File: config.mk
export PLATFORM = sky130hd
export DESIGN_NAME = memory_mapper_flat
export DESIGN_NICKNAME = d
export VERILOG_FILES = /design/src/rtl/memory_mapper_if.sv /design/src/rtl/memory_mapper.sv /design/src/flat_wrapper.sv
export SDC_FILE = /design/constraint.sdc
export NUM_CORES = 1
export LEC_CHECK = 0
export ABC_CLOCK_PERIOD_IN_PS = 2900
export BUFFER_PORTS_ARGS = -buffer_cell sky130_fd_sc_hd__clkbuf_2
export CAP_MARGIN = 5
export CORE_AREA = 2 2 114 116
export CTS_CLUSTER_SIZE = 25
export DETAILED_ROUTE_END_ITERATION = 8
export DIE_AREA = 0 0 116 118
export PLACE_DENSITY = 0.74
export RECOVER_POWER = 100
export SYNTH_ARGS = -nofsm -noshare
export SYNTH_HDL_FRONTEND = slang
export SYNTH_SLANG_ARGS = --single-unit
File: constraint.sdc
create_clock -name clk -period 2.9 [get_ports clk]
set_input_delay 0.29 -clock clk [delete_from_list [all_inputs] [get_ports clk]]
set_output_delay 0.29 -clock clk [all_outputs]
set_load 0.01 [all_outputs]
File: src/rtl/memory_mapper_if.sv
// CPU data-port bus and memory-mapped target signals for memory_mapper.
// master is the CPU/target side; slave is the mapper itself.
interface memory_mapper_if #(
    parameter int wordsize = 32
);
    logic                cpu_wr;
    logic [wordsize-1:0] cpu_addr;
    logic [wordsize-1:0] cpu_writedata;
    logic [wordsize-1:0] cpu_readdata;
    logic                dmem_wr;
    logic [wordsize-1:0] dmem_readdata;
    logic                smem_wr;
    logic [wordsize-1:0] smem_readdata;
    logic [wordsize-1:0] keyb_char;
    logic [wordsize-1:0] accel_val;
    logic                sound_wr;
    logic                lights_wr;
    logic [wordsize-1:0] sound_period;
    logic [wordsize-1:0] lights_val;

    modport master (
        output cpu_wr, cpu_addr, cpu_writedata,
        output dmem_readdata, smem_readdata, keyb_char, accel_val,
        input  cpu_readdata, dmem_wr, smem_wr, sound_wr, lights_wr,
        input  sound_period, lights_val
    );

    modport slave (
        input  cpu_wr, cpu_addr, cpu_writedata,
        input  dmem_readdata, smem_readdata, keyb_char, accel_val,
        output cpu_readdata, dmem_wr, smem_wr, sound_wr, lights_wr,
        output sound_period, lights_val
    );
endinterface

File: src/rtl/memory_mapper.sv
// Address decoder / read mux between the CPU data port and dmem, smem and
// the I/O block; also holds the sound-period and LED registers.
module memory_mapper #(
    parameter int wordsize = 32
) (
    input  logic             clk,
    input  logic             reset_n,
    memory_mapper_if.slave   bus
);
    logic [15:0] region;
    logic [15:0] offset;
    logic        dmem_sel;
    logic        smem_sel;
    logic        io_sel;
    logic        keyb_sel;
    logic        accel_sel;
    logic        sound_sel;
    logic        lights_sel;
    logic        unused_addr_bits;

    assign region = bus.cpu_addr[31:16];
    assign offset = bus.cpu_addr[15:0];

    // Byte lane bits are irrelevant: only word accesses exist.
    assign unused_addr_bits = ^bus.cpu_addr[1:0];

    assign dmem_sel   = (region == 16'h1001) && (offset < 16'h1000);
    assign smem_sel   = (region == 16'h1002) && (offset < 16'h12C0);
    assign io_sel     = (region == 16'h1003) && (bus.cpu_addr[15:4] == 12'h000);
    assign keyb_sel   = io_sel && (bus.cpu_addr[3:2] == 2'b00);
    assign accel_sel  = io_sel && (bus.cpu_addr[3:2] == 2'b01);
    assign sound_sel  = io_sel && (bus.cpu_addr[3:2] == 2'b10);
    assign lights_sel = io_sel && (bus.cpu_addr[3:2] == 2'b11);

    assign bus.dmem_wr   = bus.cpu_wr && dmem_sel;
    assign bus.smem_wr   = bus.cpu_wr && smem_sel;
    assign bus.sound_wr  = bus.cpu_wr && sound_sel;
    assign bus.lights_wr = bus.cpu_wr && lights_sel;

    always_comb begin
        bus.cpu_readdata = '0;
        if (dmem_sel)
            bus.cpu_readdata = bus.dmem_readdata;
        else if (smem_sel)
            bus.cpu_readdata = bus.smem_readdata;
        else if (keyb_sel)
            bus.cpu_readdata = bus.keyb_char;
        else if (accel_sel)
            bus.cpu_readdata = bus.accel_val;
    end

    // Index 0 is the sound period, index 1 the LED value.
    logic [1:0]          io_wr;
    logic [wordsize-1:0] io_val [2];

    assign io_wr = {bus.lights_wr, bus.sound_wr};

    generate
        for (genvar gi = 0; gi < 2; gi++) begin : gen_io_reg
            logic [wordsize-1:0] value_reg;
            logic [wordsize-1:0] value_next;

            assign value_next = io_wr[gi] ? bus.cpu_writedata : value_reg;

            always_ff @(posedge clk or negedge reset_n) begin
                if (!reset_n)
                    value_reg <= '0;
                else
                    value_reg <= value_next;
            end

            assign io_val[gi] = value_reg;
        end
    endgenerate

    assign bus.sound_period = io_val[0];
    assign bus.lights_val   = io_val[1];
endmodule

File: src/flat_wrapper.sv
// flat-port wrapper written by rule: the top's interface ports become plain ports
module memory_mapper_flat 
#(
    parameter int wordsize = 32
)
  (clk, reset_n, bus_cpu_wr, bus_cpu_addr, bus_cpu_writedata, bus_dmem_readdata, bus_smem_readdata, bus_keyb_char, bus_accel_val, bus_cpu_readdata, bus_dmem_wr, bus_smem_wr, bus_sound_wr, bus_lights_wr, bus_sound_period, bus_lights_val);
  memory_mapper_if #(.wordsize(wordsize)) bus_i ();
  input  logic clk;
  input  logic reset_n;
  input wire logic [$bits(bus_i.cpu_wr)-1:0] bus_cpu_wr;
  input wire logic [$bits(bus_i.cpu_addr)-1:0] bus_cpu_addr;
  input wire logic [$bits(bus_i.cpu_writedata)-1:0] bus_cpu_writedata;
  input wire logic [$bits(bus_i.dmem_readdata)-1:0] bus_dmem_readdata;
  input wire logic [$bits(bus_i.smem_readdata)-1:0] bus_smem_readdata;
  input wire logic [$bits(bus_i.keyb_char)-1:0] bus_keyb_char;
  input wire logic [$bits(bus_i.accel_val)-1:0] bus_accel_val;
  output wire logic [$bits(bus_i.cpu_readdata)-1:0] bus_cpu_readdata;
  output wire logic [$bits(bus_i.dmem_wr)-1:0] bus_dmem_wr;
  output wire logic [$bits(bus_i.smem_wr)-1:0] bus_smem_wr;
  output wire logic [$bits(bus_i.sound_wr)-1:0] bus_sound_wr;
  output wire logic [$bits(bus_i.lights_wr)-1:0] bus_lights_wr;
  output wire logic [$bits(bus_i.sound_period)-1:0] bus_sound_period;
  output wire logic [$bits(bus_i.lights_val)-1:0] bus_lights_val;
  assign bus_i.cpu_wr = bus_cpu_wr;
  assign bus_i.cpu_addr = bus_cpu_addr;
  assign bus_i.cpu_writedata = bus_cpu_writedata;
  assign bus_i.dmem_readdata = bus_dmem_readdata;
  assign bus_i.smem_readdata = bus_smem_readdata;
  assign bus_i.keyb_char = bus_keyb_char;
  assign bus_i.accel_val = bus_accel_val;
  assign bus_cpu_readdata = bus_i.cpu_readdata;
  assign bus_dmem_wr = bus_i.dmem_wr;
  assign bus_smem_wr = bus_i.smem_wr;
  assign bus_sound_wr = bus_i.sound_wr;
  assign bus_lights_wr = bus_i.lights_wr;
  assign bus_sound_period = bus_i.sound_period;
  assign bus_lights_val = bus_i.lights_val;
  memory_mapper #(.wordsize(wordsize)) u_core (.clk(clk), .reset_n(reset_n), .bus(bus_i));
endmodule
==> results.json <==
{
  "area_growth_syn_to_layout_pct": 41.0,
  "grt_pass1_wl_um": 21200,
  "portBuffers": 292,
  "clockRootBuffer": "clkbuf_16",
  "fin_area_sq_mm": 0.00585,
  "drtIter0Drc": 188,
  "yosysUniqueCellTypes": 31,
  "synth_top_cell_area_share_pct": 38.6,
  "fp.dieArea_sq_mm": 0.0137,
  "pin_count": 295,
  "hold_path_end": "u_core.bus.lights_val[8]",
  "ir_drop_uv": 224,
  "cts_tree": "built",
  "ant_nets": 0,
  "antenna_found_initial": 3,
  "slew_viol_final": 65,
  "holdCritStartpoint": "bus_cpu_writedata[8]",
  "timing.rr.end": "u_core.bus.lights_val[2]",
  "crit_type": "in2out",
  "rows": 41,
  "synthArstFlopShare_pct": 100,
  "wl_per_cell_um": 17.2,
  "synth.area.top_cells": "dfrtp_1 39%, mux2_4 11%, mux2_2 9.0%",
  "synth_top_area_cell": "dfrtp_1",
  "slowest_stage": "clkbuf_2",
  "cp.required_ns": 2.61,
  "max_freq_mhz": 389,
  "grt_pass1_vias": 4304,
  "layout-drive-gt1-share_pct": 41.0,
  "cts_resized": 0,
  "worstSkewPairLatency_ns": 0.32,
  "grt_overflow": 0,
  "coreArea_sq_mm": 0.0124,
  "via_per_inst": 5.22,
  "failed_checks": "max-capacitance violations, max-slew violations",
  "final-hold-violation-count": 0,
  "die_y_um": 118,
  "crit_path_frequent_cell": "clkbuf_1",
  "grt.total_usage_pct": 19.5,
  "period_minus_slack_ns": 2.57,
  "crit_chain": "clkbuf_1 > nor4_1 > nand4_1 > nor3b_2 > clkbuf_2 > a22o_1 > clkbuf_1",
  "drc": 0,
  "synth_warnings": 0,
  "setup_viol": 0,
  "cts_buffer_depth": 2,
  "synth_fp_nets": 559,
  "critPathArrivalTime_ns": 2.28,
  "vias": 4285,
  "period_share_pct": 88.7,
  "cap_violations": 1,
  "syn_area_per_cell_sq_um": 11.4,
  "gp_congestion": 0.850,
  "routed_wl_um": 14200,
  "nNetsFinal": 837,
  "syn_area_sq_mm": 0.00415,
  "cp-end-kind": "output port",
  "regToRegSetupSlack_ns": 2.06,
  "dp_hpwl_um": 11200,
  "die_w_um": 116,
  "worstMarginPinSlew_ns": 1.53,
  "syn_inst": 364,
  "dr.pass1.iters": 5,
  "reg2regPathDepth": 1,
  "max_stage_delay_ns": 0.53,
  "maxSlewHeadroom_pct": -2.30,
  "finalClockSkew_ns": 0,
  "status": "complete, but fails checks",
  "start_util_pct": 33.4,
  "grt_max_degree": 65,
  "ys_seq_elements": 64,
  "power.total_mw": 2.28,
  "cts_hold_buf": 0,
  "hold_depth": 2,
  "hp-class": "in2reg",
  "place_area_sq_mm": 0.00579,
  "htree_levels": 3,
  "cts_setup_buffers": 0,
  "startpoint_type": "input pin",
  "r2r_start": "u_core.bus.lights_val[2]",
  "clock_sinks": 64,
  "yosysMostFrequentCell": "dfrtp_1",
  "ys.flop_type": "dfrtp_1",
  "cts_buffers": 9,
  "rsz0062_at_grt": "false",
  "finalSetupTns_ns": 0,
  "synthTopCellsByCount": "64 x dfrtp_1, 35 x nor4b_1, 33 x mux2_2",
  "synth_edf_count": 0,
  "path_clk_slew_ns": 0.05,
  "p_leak_nw": 2.90,
  "ys_seq_area_share_pct": 38.6,
  "power_density_mw_per_mm2": 389,
  "crit_fanout": 27
}
-- worst max-delay path by stage --
stage	from	end	slack [ns]	cells after the start
5_1_grt	bus_cpu_addr[23]	bus_cpu_readdata[19]	0.16	7
2_1_floorplan	bus_cpu_addr[19]	u_core.bus.lights_val[10]	0.85	7
3_5_place_dp	bus_cpu_addr[23]	u_core.bus.lights_val[16]	0.35	6
6_report	bus_cpu_addr[23]	bus_cpu_readdata[31]	0.33	7
3_3_place_gp	bus_cpu_addr[31]	u_core.bus.lights_val[10]	0.39	6
4_1_cts	bus_cpu_addr[7]	bus_cpu_readdata[30]	0.39	7
-- placed cells by master (no fill, tap or decap), types with 8 or more instances in the layout --
cell type    n
clkbuf_1    99
mux2i_1     32
o211ai_1    32
clkbuf_2   199
clkbuf_16    9
buf_4       12
a22o_1      32
mux2_2      33
dfrtp_1     64
nor4_1       8
mux2_1      31
o21ai_0     32
nor4b_1     35
-- cell families after synthesis --
kind of cell    count (synthesis)  share of synthesized area, %
compound gates                 99                          16.8
mux                            96                          27.8
flops                          64                          38.6
simple gates                   63                          12.3
buf+inv                        42                          4.55
-- worst max-delay path, delay by kind of cell --
kind,cells,cell delay (ns)
AOI/OAI and AO/OA,1,0.28
buffers and inverters,3,0.79
and+or+nand+nor,3,0.91
-- area by class of cell --
cell class / instances / area (sq um)
Clock buffer: 11 / 233
Timing Repair Buffer: 308 / 1450
Antenna cell: 3 / 7.51
Multi-Input combinational cell: 258 / 2270
Inverter: 1 / 3.75
Tap cell: 172 / 215
Fill cell: 1220 / 6560
Sequential cell: 64 / 1600
Clock inverter: 4 / 70.1
-- flip-flops by register name, summed over array words and instances, names as in the netlist --
signal	cells
u_core.bus.lights_val	32
u_core.bus.sound_period	32
-- stage by stage --
stage | hold slack [ns] | util (%) | cells | setup WS, ns
after floorplan | -0.00559 | - | 364 | 0.852
after CTS | 0.164 | 49.1 | 818 | 0.392
after detailed placement | 0.484 | 46.6 | 803 | 0.352
after global placement | 0.471 | 46.6 | 803 | 0.387
after global routing | 0.194 | 47.2 | 821 | 0.164
final | 0.195 | 47.2 | 821 | 0.328
-- report_power, final --
group          leakage, nW  internal [mW]  total, mW  switching [mW]
registers            0.895          0.895      0.895    0.0000000135
clock network        0.149          0.743       1.09           0.349
logic                 1.85          0.143      0.292           0.149
-- per-layer routing --
metal  track usage, %  wire (um)  vias up
met4             7.44        235        0
met2             37.1       7730      220
met5                0          0        -
li1                 -          -     2001
met1             20.4       5120     2041
met3             4.17       1060       23
(Power assumes the default switching activity.)
